<file path="config.mk">
export PLATFORM = sky130hd
export DESIGN_NAME = periodic_frame_gate
export DESIGN_NICKNAME = d
export VERILOG_FILES = /design/src/rtl/periodic_frame_gate.sv
export SDC_FILE = /design/constraint.sdc
export NUM_CORES = 1
export LEC_CHECK = 0
export ABC_AREA = 0
export CORE_MARGIN = 3
export CORE_UTILIZATION = 45
export CTS_CLUSTER_DIAMETER = 100
export CTS_CLUSTER_SIZE = 14
export DETAILED_ROUTE_END_ITERATION = 10
export PLACE_DENSITY = 0.73
export SETUP_SLACK_MARGIN = 0.4
export SLEW_MARGIN = 20
export SYNTH_ARGS = -nofsm -noshare
export SYNTH_HDL_FRONTEND = slang
export SYNTH_SLANG_ARGS = --single-unit
</file>
<file path="constraint.sdc">
create_clock -name ce_clk -period 8.5 [get_ports ce_clk]
set_input_delay 0.85 -clock ce_clk [delete_from_list [all_inputs] [get_ports ce_clk]]
set_output_delay 0.85 -clock ce_clk [all_outputs]
set_load 0.01 [all_outputs]
</file>
<file path="src/rtl/periodic_frame_gate.sv">
// rtl/periodic_frame_gate.sv - trigger-aligned frame scheduler between the detector and the FFT
module periodic_frame_gate #(
    parameter int         WIDTH         = 32,
    parameter int         CNT_W         = 16,
    parameter logic [7:0] SR_FRAME_LEN  = 8'h10,
    parameter logic [7:0] SR_GAP_LEN    = 8'h11,
    parameter logic [7:0] SR_OFFSET     = 8'h12,
    parameter logic [7:0] SR_MAX_FRAMES = 8'h13,
    parameter logic [7:0] SR_CLEAR      = 8'h14
) (
    input  logic             ce_clk,
    input  logic             ce_rst_n,
    input  logic             set_stb,
    input  logic [7:0]       set_addr,
    input  logic [31:0]      set_data,
    input  logic [WIDTH-1:0] i_tdata,
    input  logic             i_ttrig,
    input  logic             i_tvalid,
    output logic             i_tready,
    output logic [WIDTH-1:0] o_tdata,
    output logic             o_tlast,
    output logic             o_tvalid,
    input  logic             o_tready,
    output logic             o_busy,
    output logic [CNT_W-1:0] o_frame_idx
);

    typedef enum logic [1:0] {IDLE, OFFSET, FRAME, GAP} state_t;

    state_t           state_q, state_d;
    logic [CNT_W-1:0] cnt_q, cnt_d;
    logic [CNT_W-1:0] fidx_q, fidx_d;
    logic [CNT_W-1:0] frame_len_q, gap_len_q, offset_q, max_frames_q;
    logic [CNT_W-1:0] sh_frame_len_q, sh_gap_len_q, sh_max_frames_q;
    logic [CNT_W-1:0] cur_len, cur_gap, cur_max, frame_pos;
    logic             clear, trig_pass, pass, beat, frame_last, latch;
    logic             unused_set_data;

    assign unused_set_data = ^set_data;
    assign clear = set_stb && (set_addr == SR_CLEAR);

    // In IDLE a zero-offset trigger is framed with the live registers, since the
    // shadows only capture them at this very beat.
    assign cur_len   = (state_q == IDLE) ? frame_len_q  : sh_frame_len_q;
    assign cur_gap   = (state_q == IDLE) ? gap_len_q    : sh_gap_len_q;
    assign cur_max   = (state_q == IDLE) ? max_frames_q : sh_max_frames_q;
    assign frame_pos = (state_q == IDLE) ? '0 : cnt_q;

    assign trig_pass  = (state_q == IDLE) && i_tvalid && i_ttrig && !clear && (offset_q == '0);
    assign pass       = (state_q == FRAME) || trig_pass;
    assign frame_last = (cur_len == '0) ? 1'b1 : (frame_pos == cur_len - CNT_W'(1));

    assign o_tdata     = i_tdata;
    assign o_tvalid    = pass && i_tvalid;
    assign o_tlast     = pass && frame_last;
    assign i_tready    = pass ? o_tready : 1'b1;
    assign beat        = i_tvalid && i_tready;
    assign o_busy      = (state_q != IDLE);
    assign o_frame_idx = fidx_q;

    always_comb begin
        state_d = state_q;
        cnt_d   = cnt_q;
        fidx_d  = fidx_q;
        latch   = 1'b0;
        case (state_q)
            IDLE: begin
                if (beat && i_ttrig && !clear) begin
                    latch = 1'b1;
                    if (offset_q == CNT_W'(1)) begin
                        state_d = FRAME;
                        cnt_d   = '0;
                    end else if (offset_q != '0) begin
                        state_d = OFFSET;
                        cnt_d   = offset_q - CNT_W'(1);
                    end
                end
            end
            OFFSET: begin
                if (beat) begin
                    if (cnt_q == CNT_W'(1)) begin
                        state_d = FRAME;
                        cnt_d   = '0;
                    end else begin
                        cnt_d = cnt_q - CNT_W'(1);
                    end
                end
            end
            GAP: begin
                if (beat) begin
                    if (cnt_q == '0) state_d = FRAME;
                    else             cnt_d   = cnt_q - CNT_W'(1);
                end
            end
            default: ;
        endcase

        if (pass && beat) begin
            if (frame_last) begin
                cnt_d = '0;
                if ((cur_max != '0) && (fidx_q + CNT_W'(1) == cur_max)) begin
                    state_d = IDLE;
                    fidx_d  = '0;
                end else begin
                    fidx_d = fidx_q + CNT_W'(1);
                    if (cur_gap == '0) begin
                        state_d = FRAME;
                    end else begin
                        state_d = GAP;
                        cnt_d   = cur_gap - CNT_W'(1);
                    end
                end
            end else begin
                state_d = FRAME;
                cnt_d   = frame_pos + CNT_W'(1);
            end
        end

        if (clear) begin
            state_d = IDLE;
            cnt_d   = '0;
            fidx_d  = '0;
        end
    end

    always_ff @(posedge ce_clk or negedge ce_rst_n) begin
        if (!ce_rst_n) begin
            state_q         <= IDLE;
            cnt_q           <= '0;
            fidx_q          <= '0;
            frame_len_q     <= CNT_W'(64);
            gap_len_q       <= CNT_W'(16);
            offset_q        <= '0;
            max_frames_q    <= CNT_W'(1);
            sh_frame_len_q  <= CNT_W'(64);
            sh_gap_len_q    <= CNT_W'(16);
            sh_max_frames_q <= CNT_W'(1);
        end else begin
            state_q <= state_d;
            cnt_q   <= cnt_d;
            fidx_q  <= fidx_d;
            if (set_stb) begin
                case (set_addr)
                    SR_FRAME_LEN:  frame_len_q  <= set_data[CNT_W-1:0];
                    SR_GAP_LEN:    gap_len_q    <= set_data[CNT_W-1:0];
                    SR_OFFSET:     offset_q     <= set_data[CNT_W-1:0];
                    SR_MAX_FRAMES: max_frames_q <= set_data[CNT_W-1:0];
                    default: ;
                endcase
            end
            if (latch || trig_pass && beat) begin
                sh_frame_len_q  <= frame_len_q;
                sh_gap_len_q    <= gap_len_q;
                sh_max_frames_q <= max_frames_q;
            end
        end
    end

endmodule

</file>
==> impl.org <==
** Run status
- The run finished with clean final reports.

** Setup path
- Kind of start point of the critical path :: flip-flop
- The critical path is of the flip-flop to output port type.
- CP max FO :: 77
- Slowest stage delay, CP :: 780 ps
- Worst path arrival time :: 4650 ps
- By instance count, the cell type seen most on the critical path is buf_4.
- Flop-to-flop setup slack :: 3470 ps
- At the worst endpoint, the required time is 7650 ps.
- On the critical path, the stage with the largest delay is an instance of buf_4.
- Source of the critical timing path :: state_q[1]$_DFFE_PN0P_
- STA classifies the critical path endpoint as an output port.
- R2R Path End :: cnt_q[9]$_DFFE_PN0P_
- Walking the worst path, the cells encountered are nor2_4, buf_4, mux2i_1, ha_1, nand4_1, a21oi_2, nand2_1, a22o_1, o22ai_1, a41oi_2, buf_4, nor3_1, clkdlybuf4s50_1.
- Launch instance of the worst register-to-register path :: state_q[1]$_DFFE_PN0P_
- For the worst flop-to-flop path, the logic depth is 14.

** Yosys
- The share of synthesized area in the top cell type comes to 0.364.
- Cell type contributing the most total cell area after synthesis :: dfrtp_1
- Largest cells by area after synthesis :: dfrtp_1 36%, mux2_2 13%, xnor2_1 6.7%
- Main flop type after synthesis :: dfrtp_1
- After synthesis the netlist holds a flip-flop and latch count of 146.
- Combined area of all synthesized cells :: 9610 sq um
- A synthesized cell averages 9.92 sq um.
- Counting every instance in the synthesized netlist gives 969.
- Most instantiated cells after synthesis :: 140 x dfrtp_1, 112 x mux2_2, 73 x xnor2_1
- Distinct cell type count of the synthesized netlist :: 75
- Yosys Warn Count :: 0
- The share of the Yosys chip area taken by registers is 0.381.
- Number of synthesized flops with an enable pin :: 0
- Counting every net in the synthesized netlist gives 1056.
- Most repeated cell in the gate-level netlist after synthesis :: dfrtp_1
- Counting flops with an async set or reset pin after synthesis yields a share of 1.00.

** Power and ir drop
- Switch Pwr :: 0.00142 W
- Internal power :: 0.00192 W
- Of the total power, combinational logic draws 0.474.
- In this run the static leakage power is 4.44 nW.
- Of the total power, the share spent switching nets is 0.425.
- Sequential fraction of design power :: 0.289
- In this run the power density over the cells is 313 nW/um^2.
- IR drop worst, VDD :: 0.223 mV
- The share of total power dissipated in the clock network is 0.237.

** Die
- For this configuration, the core starts out at a cell density of 0.466.
- In this run the horizontal extent of the chip is 152 microns.
- Number of placement rows :: 52
- The die covers 23200 sq um.
- In this run the standard cell core region covers 20600 sq um.
- IO Count :: 130
- Measured along the y axis, the die boundary spans 152 microns.

** Timing
- Max Fclk :: 0.182 GHz
- Hold Fails Final Rpt :: 0
- Counting I/O delays and the setup requirement, the final critical path takes 5500 ps.
- Final clock period utilization by the worst path :: 0.647
- Unrepaired setup endpoints after global routing :: no
- Final setup viols :: 0
- Number of max-slew violations in the final report :: 0
- Clock skew on the completed layout was measured at 9.55 ps.
- Actual transition at the worst max-transition pin :: 1170 ps
- Summed over all failing endpoints, the final setup total negative slack is 0 ps.
- Relative slew margins :: 0.214

** Routing
- The final route contains 7667 vias.
- Detailed-route wire length per cell :: 20.7 microns
- DRT antenna net count :: 0
- For this run, the detailed router's first-pass iteration total came to 6.
- In the routed layout, each cell is associated on average with a via count of 6.19.
- In the routed design, unresolved DRC markers number 0.
- Post-detailed-routing wire length :: 25.7 mm
- In this run, the number of DRC markers left after iteration 0 of detailed routing was 738.

** Global routing
- For this run the aggregate overflow at the end of global routing stands at 0.
- Via count of the first global-routing pass :: 7423
- Global-route wire length before repair :: 41.6 mm
- Maximum number of pins on one net before global-route repair :: 81
- Number of antenna violations at the first check in global routing :: 0
- Total Routing Usage GR :: 0.221

** Final layout
- The number of antenna diodes in the final layout is 0.
- Once layout is complete, the cells apart from fillers number 1239.
- Fill cell instance count of the final layout :: 1836
- From synthesis to final layout, the design area changed by 10.8%.
- Layout Nets :: 1043
- Measured on the finished design, the core utilization comes to 0.516.
- Fraction of final layout cells with drive strength greater than 1 :: 0.200
- Once layout is done, the placed cells without fillers occupy 10700 sq um.

** Clocking
- Cts-stage hold buffer count :: 0
- Worst skew pair latency :: 430 ps
- Count of buffers added by post-CTS timing repair for setup :: 0
- Clock Tree Buf Depth :: 2
- Count of cells resized by post-cts repair :: 0
- Clock transition at the registers of the reported paths :: 70 ps
- TritonCTS created 17 clock buffers.
- The cell sitting at the root of the clock tree is a clkbuf_16.
- TritonCTS built the clock tree.
- Counting every sink on the clock net gives 146.
- Maximum level of the CTS H-tree :: 4

** Place
- Sum of net half-perimeters after detailed placement :: 17.5 mm
- Placement-stage cell area :: 10000 sq um
- The number of placed instances, taps included, is 1207.
- Global placement routability congestion :: 0.930
- Port Buffer Count :: 49

** Job
- Number of max-capacitance violations reported :: 0

** Min path
- In this run the worst hold path is classified as input pin to async pin.
==> flip-flops by register name, summed over array words and instances (netlist names) <==
name             count
o_frame_idx         16
state_q              2
max_frames_q        16
sh_gap_len_q        16
frame_len_q         16
offset_q            16
sh_max_frames_q     16
cnt_q               16
gap_len_q           16
sh_frame_len_q      16
==> worst max-delay path, delay by kind of cell (launching register included) <==
family          cells  cell delay, ps
fa+ha+maj           1             260
mux                 1             280
compound gates      4             940
flops               1             410
simple gates        4             720
buf+inv             3            1580
==> power by group through the flow <==
stage / clock, W / combinational, W / sequential [W]
2_1_floorplan: 0 / 0.00132 / 0.000860
3_3_place_gp: 0 / 0.00152 / 0.000969
3_5_place_dp: 0 / 0.00154 / 0.000971
4_1_cts: 0.000800 / 0.00156 / 0.000959
5_1_grt: 0.000834 / 0.00173 / 0.000980
6_report: 0.000791 / 0.00158 / 0.000966
==> stage by stage <==
step           setup WS (ps)  hold slack (ps)  total power (W)
5_1_grt                 2770              492          0.00354
6_report                3000              424          0.00334
3_3_place_gp            3580              489          0.00249
2_1_floorplan           3620              480          0.00218
4_1_cts                 3020              472          0.00331
3_5_place_dp            3500              506          0.00251
==> worst max path at each step <==
| stage | slack (ps) | to |
|---|---|---|
| 6_report | 3000 | o_tlast |
| 5_1_grt | 2770 | o_tlast |
| 4_1_cts | 3020 | o_tlast |
| 3_5_place_dp | 3500 | o_tlast |
| 3_3_place_gp | 3580 | o_tlast |
| 2_1_floorplan | 3620 | o_tlast |
==> metal layers <==
metal,share of wire,wire (microns),global-route usage
met3,0.073,1860,0.0463
met5,0,0,0
met4,0.017,434,0.0599
met2,0.47,12100,0.351
met1,0.44,11300,0.308
==> cells by family (layout without fill, tap and decap cells) <==
kind of cell,Yosys count,in the layout,share of synthesized area
mux,147,147,0.168
xor+xnor,100,100,0.0911
flops,146,146,0.381
fa+ha+maj,9,9,0.0117
simple gates,280,280,0.155
buf+inv,108,108,0.0609
compound gates,179,179,0.132
==> cell type report <==
type	instances	area, sq um	share of cell area
multi-input cells	715	5400	0.507
flip-flops and latches	146	3660	0.344
repair buffers	62	589	0.0553
clock buffers	18	439	0.0412
well taps	270	338	0.0317
clock inverters	14	176	0.0166
inverters	14	52.6	0.00493
==> layout by cell type, fill, tap and decap left out, types with 5 or more instances in the layout <==
master / instances
nand4_1: 8
inv_1: 12
dfrtp_1: 140
a21o_1: 6
o211ai_1: 8
xor2_1: 27
nand3b_1: 6
o21ai_0: 29
nand3_1: 24
xnor2_1: 73
nor2_1: 59
dfstp_2: 6
a21oi_1: 35
nor2b_1: 5
o31ai_1: 10
a32o_1: 7
or4_1: 7
o22ai_1: 11
nor4_1: 23
clkbuf_16: 17
or3_1: 11
a22oi_1: 6
mux2i_1: 35
nand2_1: 51
ha_1: 9
o21a_1: 6
a31oi_1: 9
mux2_2: 112
a221oi_1: 9
and3_1: 7
a41oi_1: 5
nor3_1: 44
a21oi_2: 5
clkdlybuf4s50_1: 48
nor3b_1: 7
buf_4: 13
(Power assumes the default switching activity.)
